<file path="src/rtl/sram_burst_master.sv">
// sram_burst_master: host-side burst client for the asynchronous SRAM controller.
// A command of BURST words goes through a local buffer. Write data is collected
// from the in_* stream and then played out on ctl_wr_valid_i. Read data is
// captured on ctl_rd_valid_i and then drained to the out_* stream.
// Ports:
//   sys_clk, sys_rst_n             clock, async active-low reset
//   cmd_valid_i/cmd_ready_o        command handshake (cmd_rw_i: 1=write, cmd_addr_i)
//   in_valid_i/in_ready_o/in_data_i     write-data stream
//   out_valid_o/out_ready_i/out_data_o  read-data stream
//   done_o, err_o                  completion / timeout-abort pulses
//   ctl_*                          controller system-side port
module sram_burst_master #(
  parameter int unsigned BURST   = 16,
  parameter int unsigned AW      = 18,
  parameter int unsigned DW      = 16,
  parameter int unsigned TIMEOUT = 255
) (
  input  logic          sys_clk,
  input  logic          sys_rst_n,
  input  logic          cmd_valid_i,
  output logic          cmd_ready_o,
  input  logic          cmd_rw_i,
  input  logic [AW-1:0] cmd_addr_i,
  input  logic          in_valid_i,
  output logic          in_ready_o,
  input  logic [DW-1:0] in_data_i,
  output logic          out_valid_o,
  input  logic          out_ready_i,
  output logic [DW-1:0] out_data_o,
  output logic          done_o,
  output logic          err_o,
  output logic          ctl_rreq_o,
  output logic          ctl_wreq_o,
  output logic [AW-1:0] ctl_rd_addr_o,
  output logic [AW-1:0] ctl_wr_addr_o,
  output logic [DW-1:0] ctl_wdata_o,
  input  logic [DW-1:0] ctl_rdata_i,
  input  logic          ctl_rd_valid_i,
  input  logic          ctl_wr_valid_i,
  input  logic          ctl_rd_ack_i,
  input  logic          ctl_wr_ack_i
);

  localparam int unsigned PW   = $clog2(BURST);
  localparam int unsigned PTRW = PW + 1;  // read count must reach BURST
  localparam int unsigned TW   = 16;

  typedef enum logic [2:0] {
    S_IDLE, S_FILL, S_WREQ, S_RREQ, S_DRAIN, S_GAP
  } state_t;

  state_t          state_q, state_d;
  logic [PTRW-1:0] ptr_q, ptr_d;
  logic [TW-1:0]   tcnt_q, tcnt_d;
  logic            rdy_q, rreq_q, wreq_q, done_q, err_q;
  logic            done_d, err_d;
  logic [AW-1:0]   addr_q;
  logic            addr_ld;
  logic            mem_we;
  logic [DW-1:0]   mem_wdata;
  logic [DW-1:0]   mem_q [BURST];

  // Next-state, pointer and timeout decode
  always_comb begin
    state_d   = state_q;
    ptr_d     = ptr_q;
    tcnt_d    = '0;
    done_d    = 1'b0;
    err_d     = 1'b0;
    addr_ld   = 1'b0;
    mem_we    = 1'b0;
    mem_wdata = in_data_i;
    case (state_q)
      S_IDLE: begin
        if (cmd_valid_i && rdy_q) begin
          addr_ld = 1'b1;
          ptr_d   = '0;
          state_d = cmd_rw_i ? S_FILL : S_RREQ;
        end
      end
      S_FILL: begin
        if (in_valid_i) begin
          mem_we = 1'b1;
          if (ptr_q == PTRW'(BURST - 1)) begin
            ptr_d   = '0;
            state_d = S_WREQ;
          end else begin
            ptr_d = ptr_q + PTRW'(1);
          end
        end
      end
      S_WREQ: begin
        tcnt_d = tcnt_q + TW'(1);
        // Pointer parks on the last word once the burst has been strobed out
        if (ctl_wr_valid_i && (ptr_q != PTRW'(BURST - 1))) begin
          ptr_d = ptr_q + PTRW'(1);
        end
        if (ctl_wr_ack_i) begin
          state_d = S_GAP;
          done_d  = 1'b1;
        end else if (tcnt_q == TW'(TIMEOUT - 1)) begin
          state_d = S_GAP;
          err_d   = 1'b1;
        end
      end
      S_RREQ: begin
        tcnt_d = tcnt_q + TW'(1);
        // Strobes beyond the burst length are dropped
        if (ctl_rd_valid_i && (ptr_q < PTRW'(BURST))) begin
          mem_we    = 1'b1;
          mem_wdata = ctl_rdata_i;
          ptr_d     = ptr_q + PTRW'(1);
        end
        if (ctl_rd_ack_i) begin
          ptr_d   = '0;
          state_d = S_DRAIN;
        end else if (tcnt_q == TW'(TIMEOUT - 1)) begin
          state_d = S_GAP;
          err_d   = 1'b1;
        end
      end
      S_DRAIN: begin
        if (out_ready_i) begin
          if (ptr_q == PTRW'(BURST - 1)) begin
            state_d = S_GAP;
            done_d  = 1'b1;
          end else begin
            ptr_d = ptr_q + PTRW'(1);
          end
        end
      end
      S_GAP: begin
        // One cycle with both requests low gives the controller a fresh edge
        state_d = S_IDLE;
      end
      default: state_d = S_IDLE;
    endcase
  end

  // State and registered outputs
  always_ff @(posedge sys_clk or negedge sys_rst_n) begin
    if (!sys_rst_n) begin
      state_q <= S_IDLE;
      ptr_q   <= '0;
      tcnt_q  <= '0;
      rdy_q   <= 1'b0;
      rreq_q  <= 1'b0;
      wreq_q  <= 1'b0;
      done_q  <= 1'b0;
      err_q   <= 1'b0;
      addr_q  <= '0;
    end else begin
      state_q <= state_d;
      ptr_q   <= ptr_d;
      tcnt_q  <= tcnt_d;
      rdy_q   <= (state_d == S_IDLE);
      rreq_q  <= (state_d == S_RREQ);
      wreq_q  <= (state_d == S_WREQ);
      done_q  <= done_d;
      err_q   <= err_d;
      if (addr_ld) begin
        addr_q <= cmd_addr_i;
      end
    end
  end

  // Burst buffer, contents undefined after reset
  always_ff @(posedge sys_clk) begin
    if (mem_we) begin
      mem_q[ptr_q[PW-1:0]] <= mem_wdata;
    end
  end

  assign cmd_ready_o   = rdy_q;
  assign in_ready_o    = (state_q == S_FILL);
  assign out_valid_o   = (state_q == S_DRAIN);
  assign out_data_o    = out_valid_o ? mem_q[ptr_q[PW-1:0]] : '0;
  assign ctl_wdata_o   = (state_q == S_WREQ) ? mem_q[ptr_q[PW-1:0]] : '0;
  assign ctl_rreq_o    = rreq_q;
  assign ctl_wreq_o    = wreq_q;
  assign done_o        = done_q;
  assign err_o         = err_q;
  assign ctl_rd_addr_o = addr_q;
  assign ctl_wr_addr_o = addr_q;

endmodule

</file>
<file path="config.mk">
export PLATFORM = sky130hd
export DESIGN_NAME = sram_burst_master
export DESIGN_NICKNAME = d
export VERILOG_FILES = /design/src/rtl/sram_burst_master.sv
export SDC_FILE = /design/constraint.sdc
export NUM_CORES = 1
export LEC_CHECK = 0
export CAP_MARGIN = 25
export CORE_MARGIN = 1.5
export CORE_UTILIZATION = 40
export CTS_CLUSTER_DIAMETER = 120
export CTS_CLUSTER_SIZE = 14
export DETAILED_ROUTE_END_ITERATION = 8
export PLACE_DENSITY_LB_ADDON = 0.05
export SLEW_MARGIN = 25
export SYNTH_ARGS = -nofsm -noshare
export SYNTH_HDL_FRONTEND = slang
export SYNTH_SLANG_ARGS = --single-unit
export TNS_END_PERCENT = 10
</file>
<file path="constraint.sdc">
create_clock -name sys_clk -period 4.3 [get_ports sys_clk]
set_clock_uncertainty 0.2 [all_clocks]
set_input_delay 0.86 -clock sys_clk [delete_from_list [all_inputs] [get_ports sys_clk]]
set_output_delay 0.86 -clock sys_clk [all_outputs]
set_load 0.01 [all_outputs]
</file>
==> qor.yml <==
synth:
  ys.flop_type: "edfxtp_1"
  syn-num-nets: 756
  synth_top_area_share_pct: 61.2
  yosysTopAreaCell: "edfxtp_1"
  avgSynthCellArea_um2: 18.3
  async_flop_share_pct: 15.5
  synth_area_leaders: "edfxtp_1, mux4_2, dfrtp_1"
  synth-seq-cells: 303
  synth.most_common_cell: "edfxtp_1"
  seq_area_frac_synth_pct: 70.5
  ys_warn_count: 0
  yosysUniqueCellTypes: 52
  synth_cells: 688
  synth_edf_count: 256
  syn-cell-area_um2: 12600
  synthTopCellsByCount: "edfxtp_1, mux4_2, dfrtp_1"
outcome:
  status: "finished, violations left"
  violations: "design-rule violations"
placement:
  gp_congestion: 0.764
  place_area_um2: 14500
  dp_hpwl_um: 19400
  portBuffers: 134
cells_and_area:
  area_growth_pct: 20.9
  multi_input_area_um2: 3390
  diodes: 0
  layout-drive-gt1-share_pct: 18.0
  finalInstanceArea_um2: 15200
  regArea_um2: 8870
  final_util_pct: 49.4
  nets: 896
  num-fill-cells: 2541
routing:
  drcViolationCount: 1
  drt_pass1_iterations: 7
  num_vias: 6831
  drt-initial-drc-count: 470
  drt_wl_total_um: 29600
  viasPerCell: 5.50
  final_antenna_net_count: 0
  wl_per_cell_um: 23.8
floorplan:
  io_pins: 135
  dieHeight_um: 180
  placementRows: 64
  die_area_um2: 32500
  fp.dieW_um: 180
  initial_core_util_pct: 40.9
  coreArea_um2: 30700
sta:
  worstMarginPinSlew_ns: 0.865
  timing.final.hold_violations: 0
  min_period_ns: 4.10
  fmax_mhz: 244
  relSlewSlack_pct: 42.3
  rsz0062_at_grt: "no"
  setup_viol: 0
  fin_tns_setup_ns: 0
  timing.hold.ws_ns: 0.0300
  slew_viol_final: 0
  period_share_pct: 95.3
critical_path:
  cp_slowest_cell: "dfrtp_4"
  cp_max_fo: 30
  r2r_slack_ns: 1.18
  path_delay_family: "multiplexers"
  rr_worst_depth: 10
  arrival_ns: 3.04
  cp_data_required_time_ns: 3.24
  path_buf_inv: 2
  r2r_end: "ptr_q[0]"
  worstPathCellList: "buf_12, mux4_2, mux2i_1, o22ai_1, clkdlybuf4s50_1"
  r2r_start: "ptr_q[0]"
  crit_path_end_kind: "output pin"
  crit_path_max_incr_delay_ns: 0.58
  crit_path_start_kind: "register"
  crit_type: "register to output pin"
cts:
  postCtsResizedCells: 2
  ctsRootBufferMaster: "clkbuf_16"
  hold_buffers: 0
  cts_sinks: 303
  htree_num_levels: 1
  cts_tree: "done"
  insertion_delay_ns: 0.52
  clock_path_buffers: 3
  numCtsBuffers: 25
  clk_pin_slew_ns: 0.07
  post_cts_buffers: 0
power:
  ir_drop_mv: 0.372
  p_leak_nw: 5.14
  finalPower_mw: 8.11
  p_per_area_nw_per_um2: 534
global_route:
  grt_max_degree: 36
  grt_pass1_vias: 7095
  grtUsageTotal_pct: 18.3
  overflow: 0
  grt_pass1_wl_um: 44500
  antenna_found_initial: 0
job:
  cap_violations: 0
min_path:
  min_path_type: "input port to asynchronous set/reset pin"
-- worst reg2reg max path: cells and delay by family (launching register included) --
| kind | cells | cell delay, ns |
|---|---|---|
| buffers and inverters | 2 | 0.36 |
| DFF | 1 | 0.58 |
| and+or+nand+nor | 3 | 0.55 |
| adders and majority gates | 2 | 0.64 |
| AOI/OAI and AO/OA | 3 | 0.67 |
-- registers in the layout (all words and copies together) (netlist names) --
signal	cells
cmd_ready_o	1
err_o	1
ctl_wreq_o	1
ctl_rreq_o	1
mem_q	256
ptr_q	5
done_o	1
ctl_rd_addr_o	18
state_q	3
tcnt_q	16
-- layout by cell type, fill, tap and decap left out, types with 10 or more instances in the layout --
cell type / n
mux2i_1: 33
nor2_2: 11
nor2_1: 20
a21oi_1: 11
nand2_1: 20
o22ai_1: 34
mux2_1: 34
mux4_2: 64
clkbuf_1: 19
dfrtp_1: 45
clkbuf_16: 25
buf_4: 23
inv_1: 10
edfxtp_1: 256
clkdlybuf4s50_1: 133
-- worst max-delay path by stage --
stage,endpoint,slack (ns),cells past startpoint,start
4_1_cts,out_data_o[12],0.15,4,state_q[2]
3_3_place_gp,out_data_o[12],0.49,4,state_q[2]
2_1_floorplan,mem_q[1][0],1.00,5,ctl_rd_valid_i
5_1_grt,out_data_o[12],0.07,4,state_q[2]
3_5_place_dp,out_data_o[12],0.48,4,state_q[2]
6_report,ctl_wdata_o[11],0.20,5,ptr_q[0]
-- cell type report --
class / instances / area share, %
inverter: 12 / 0.296
clock buffer: 44 / 4.59
multi-input combinational: 320 / 22.3
tap: 396 / 3.26
timing repair buffer: 166 / 11.1
sequential: 303 / 58.4
clock inverter: 1 / 0.0494
-- logic make-up after synthesis --
| logic type | share of synthesized area, % |
|---|---|
| flops | 70.5 |
| mux | 17.1 |
| simple gates | 4.65 |
| buf+inv | 3.01 |
| compound gates | 3.19 |
| xor+xnor | 0.697 |
| fa+ha+maj | 0.796 |
-- per-stage QoR --
step,std cells,setup slack [ns]
CTS,1242,0.151
detailed placement,1197,0.477
floorplan,688,1.00
finish,1242,0.204
global placement,1197,0.493
global route,1242,0.0652
-- report_power, final --
group	switching [mW]	internal, mW	leakage [nW]
logic	1.19	1.21	1.90
clock network	0.978	1.09	0.331
registers	0.171	3.46	2.91
total	2.34	5.77	5.14
-- routing by layer --
layer  global-route usage [%]  vias up  routed length (um)
li1                         -     3008                   -
met1                     25.8     3554               13200
met2                     29.9      227               14100
met3                     3.03       42                1690
met4                     4.17        0                 557
met5                        0        -                   0
Note: power is estimated with default switching activity, not from simulation.
